===== config.mk =====
export PLATFORM = sky130hd
export DESIGN_NAME = order_cmp
export DESIGN_NICKNAME = d
export VERILOG_FILES = /design/src/rtl/cpu_pkg.sv /design/src/rtl/sort_checker_order_cmp.sv
export SDC_FILE = /design/constraint.sdc
export NUM_CORES = 1
export LEC_CHECK = 0
export CORE_MARGIN = 2
export CORE_UTILIZATION = 25
export DETAILED_ROUTE_END_ITERATION = 10
export PLACE_DENSITY = 0.66
export REMOVE_ABC_BUFFERS = 1
export SYNTH_ARGS = -nofsm -noshare
export SYNTH_HDL_FRONTEND = slang
export SYNTH_SLANG_ARGS = --single-unit
export TNS_END_PERCENT = 1

===== constraint.sdc =====
create_clock -name vclk -period 2.45
set_clock_uncertainty 0.1 [all_clocks]
set_input_delay 0.3675 -clock vclk [all_inputs]
set_output_delay 0.3675 -clock vclk [all_outputs]
set_load 0.03 [all_outputs]

===== src/rtl/cpu_pkg.sv =====
// cpu_pkg
//   Shared definitions for the memory self-check hardware.
//   - chk_state_t : sort checker FSM states
//   - WORD_BYTES  : byte stride between consecutive array elements
//   - DATA_W      : memory word / address width
package cpu_pkg;

  typedef enum logic [1:0] {
    IDLE,
    FETCH,
    DRAIN,
    FINISH
  } chk_state_t;

  localparam int WORD_BYTES = 4;
  localparam int DATA_W     = 32;

endpackage


===== src/rtl/sort_checker_order_cmp.sv =====
// order_cmp
//   Combinational ordering check between two consecutive array elements.
//   Parameters:
//   - STRICT : 1 = equal neighbours are a violation, 0 = they are allowed
//   - SIGNED : 1 = two's-complement compare, 0 = unsigned compare
//   Ports:
//   - prev : element k-1
//   - cur  : element k
//   - viol : cur is out of order with respect to prev
module order_cmp
  import cpu_pkg::*;
#(
  parameter bit STRICT = 1'b1,
  parameter bit SIGNED = 1'b0
) (
  input  logic [DATA_W-1:0] prev,
  input  logic [DATA_W-1:0] cur,
  output logic              viol
);

  logic less;
  logic equal;

  always_comb begin
    less  = 1'b0;
    equal = (cur == prev);
    if (SIGNED) begin
      less = ($signed(cur) < $signed(prev));
    end else begin
      less = (cur < prev);
    end
    viol = STRICT ? (less || equal) : less;
  end

endmodule


Word level (Yosys, flattened, before mapping). Index checks and enable logic that the tools add are counted.

Input bits: 64. Flip-flop bits (word level): 0. Output and inout bits: 1. Logic and storage cells: 3.

Reduce and logical (&&, ||, !) cells: 1. Order comparisons: 1. Equal/unequal tests: 1.

Operators with widths (count): == test 32 bit (1); < comparator 32 bit (1); logical OR 1 bit (1).

Logic depth before layout (Yosys ltp).
Depth in word-level cells: 2. Mapped depth: 7. Depth with buffers taken out: 7.

Worst setup path before layout. OpenSTA, ideal clock, no wires.

Kind: input -> output. Start point: input port prev[7]. End point: output port viol. Arrival: 1.750 ns. Setup slack: 0.232 ns. Stages: 7. Path buffers: 0. Required time: 1.982 ns. Cell sequence: inv_1 > ha_1 > a21oi_1 > o21ai_0 > a221oi_1 > a31oi_1 > o21ai_1.

Longest elaborated chain between the ends: 2. Elaborated cells on any way between the ends: 3. Those cells by class: order compare: 1; eq/ne: 1; reduce/logical: 1.

Ends and longest elaborated chain: from (decl) (RTL line sort_checker_order_cmp.sv:16) `input logic [DATA_W-1:0] prev,`; < comparator 32 bit / == test 32 bit (equally long branches) (RTL line sort_checker_order_cmp.sv:30, sort_checker_order_cmp.sv:26); logical OR 1 bit (*) (RTL line sort_checker_order_cmp.sv:32) `viol = STRICT ? (less || equal) : less;`; to (decl) (RTL line sort_checker_order_cmp.sv:18) `output logic viol`.

Every way passes the cells marked *; elsewhere a longest branch is shown, timed or not.

Worst setup path after layout.
Start point: input port cur[14]. End point: output port viol.

Longest elaborated chain between the ends: 2. Elaborated cells on any way between the ends: 3. Those cells by class: order compare: 1; eq/ne: 1; reduce/logical: 1.

Ends and longest elaborated chain: from (decl) (RTL line sort_checker_order_cmp.sv:17) `input logic [DATA_W-1:0] cur,`; < comparator 32 bit / == test 32 bit (equally long branches) (RTL line sort_checker_order_cmp.sv:30, sort_checker_order_cmp.sv:26); logical OR 1 bit (*) (RTL line sort_checker_order_cmp.sv:32).

Marked as above.

==> metrics <==
run status finished clean; final setup margin 0.1113 ns; required time of the critical path 1.98 ns; crit-path max FO 4; post-synthesis cell area approximately 810 sq um; largest area contributor in the netlist ha_1; Syn. warnings 0; Die H between 60 and 70 um; clock buffers 0; Total Die Area roughly 0.0037 sq mm; final worst-path cycle share 0.9546; starting density of the core 0.2643; critical path type primary input to primary output; Seq pwr share 0; post-route setup TNS 0 ns; CP endpoint kind primary output; NumNets Final between 200 and 300; Int Power 176.9 uW; Max Cap Viol 0; routed wire length per instance between 10 and 15 um; Slew headroom 0.8157; fmax 427.6 MHz; register area share after synthesis 0; unrepaired setup endpoints after global routing no; grt total ovfl 0; Port-buffer cells 65; Slew Viols, Final 0; Worst Setup EP viol; IO Pins 65; maximum number of pins on one net before global-route repair 5; DR vias 1,071; final setup fails 0; initial antenna violation count 0; most frequent cells after synthesis inv_1 (33), ha_1 (32), a21oi_1 (12); combinational share of power 1.000; P_leak 0.9544 nW; top post-synthesis cells by area ha_1 (50%), inv_1 (15%), a21oi_1 (7.4%); Yosys cell types 19; share of cells above drive strength 1 0.4263; Seq cells 0; Area Growth Syn to Fin 139.7%; worst-margin pin slew 0.2739 ns; 1st-pass router iterations 4; switching fraction of total power 0.4290; part of the power in the clock network 0; core area 0.003053 sq mm; All-Layer GR Usage 0.1554; Worst VDD drop 68.22 uV; switching power total 132.9 uW; WL final 2873 um; Final Hold Fails 0; drt initial violations 10; top-area cell type share of the netlist area 0.4961; Die X 60.82 um; minimum clock period 2.339 ns; startpoint types primary input; DRC viols 0; ant diodes 0; PwrDens 160.2 mW/mm^2; DP HPWL 2203 um; Final ANT Viol Nets 0; sequential cell area 0 sq um; row count 20; DR vias/cell 4.577; Critical Path Start cur[14]; total chip power ~310 uW; RD Place Congestion 0.6164; Avg Cell Area, Syn ~7.0 sq um; Setup WS pre-CTS -0.2363 ns; WHS 1.210 ns; most common cell in the synthesized netlist inv_1; Finished Core Util 0.6336; first-pass GRT wire length between 4000 and 5000 um; Hold Crit Class primary input to primary output; CP arrival 1.87 ns; Cells after Synth 115; vias in the first global route 1,130
-- worst max-delay path, cell delays in order --
cell,delay (ns)
clkdlybuf4s15_1,0.20
ha_4,0.29
nand4_1,0.17
a2111o_1,0.43
a31oi_1,0.16
o21ai_1,0.08
buf_4,0.17
-- routing by layer --
metal,vias up,GRT usage,part of all wire
met2,39,0.3687,0.59
met5,-,0,0
met4,0,0,0
met3,0,0.01066,0.072
met1,479,0.1429,0.34
li1,553,-,-
-- final cells by class --
class / count / area [sq um]
Fill cell: 300 / 1119
Multi-Input combinational cell: 82 / 1077
Timing Repair Buffer: 75 / 678.2
Inverter: 33 / 123.9
Tap cell: 44 / 55.05
-- through the flow --
| stage | cell area (sq um) | std cells |
|---|---|---|
| 3_3_place_gp | 1563 | 231 |
| 4_1_cts | 1861 | 232 |
| 3_5_place_dp | 1563 | 231 |
| 2_1_floorplan | 807.0 | 115 |
| 6_report | 1934 | 234 |
| 5_1_grt | 1934 | 234 |
-- cell families after synthesis --
logic type,count (synthesis),share of synthesized area
compound gates,24,0.1783
fa+ha+maj,32,0.4961
simple gates,26,0.1721
buf+inv,33,0.1535
-- cells in the final DEF (no fill, tap or decap), drive strengths merged --
cell,instances
a2111o,1
a21oi,12
a221oi,3
a31oi,1
and4,1
buf,11
clkbuf,3
clkdlybuf4s15,5
clkdlybuf4s50,2
dlygate4sd2,44
dlymetal6s2s,10
ha,32
inv,33
nand2,8
nand2b,1
nand3,4
nand4,7
nor2,3
nor2b,1
nor4,1
o211ai,1
o21ai,5
o31ai,1
-- power groups by stage --
stage | clock network, mW | registers [mW] | logic [mW]
CTS | 0 | 0 | 0.296
finish | 0 | 0 | 0.310
global route | 0 | 0 | 0.344
floorplan | 0 | 0 | 0.0966
detailed placement | 0 | 0 | 0.241
global placement | 0 | 0 | 0.232
-- repair_timing --
item | in CTS | in global routing
hold buffers | 0 | 0
resized for setup | 115 | 32
setup buffers | 1 | 2
endpoints found under the setup margin | 1 | 1
pin swaps | 47 | 21
-- how the worst min path moves through the flow --
stage | start | to | depth (start not counted)
3_3_place_gp | prev[31] | viol | 7
5_1_grt | cur[31] | viol | 6
4_1_cts | prev[31] | viol | 7
2_1_floorplan | cur[31] | viol | 4
6_report | cur[31] | viol | 6
3_5_place_dp | prev[31] | viol | 7
No activity file was read; power rests on OpenSTA's default activity.
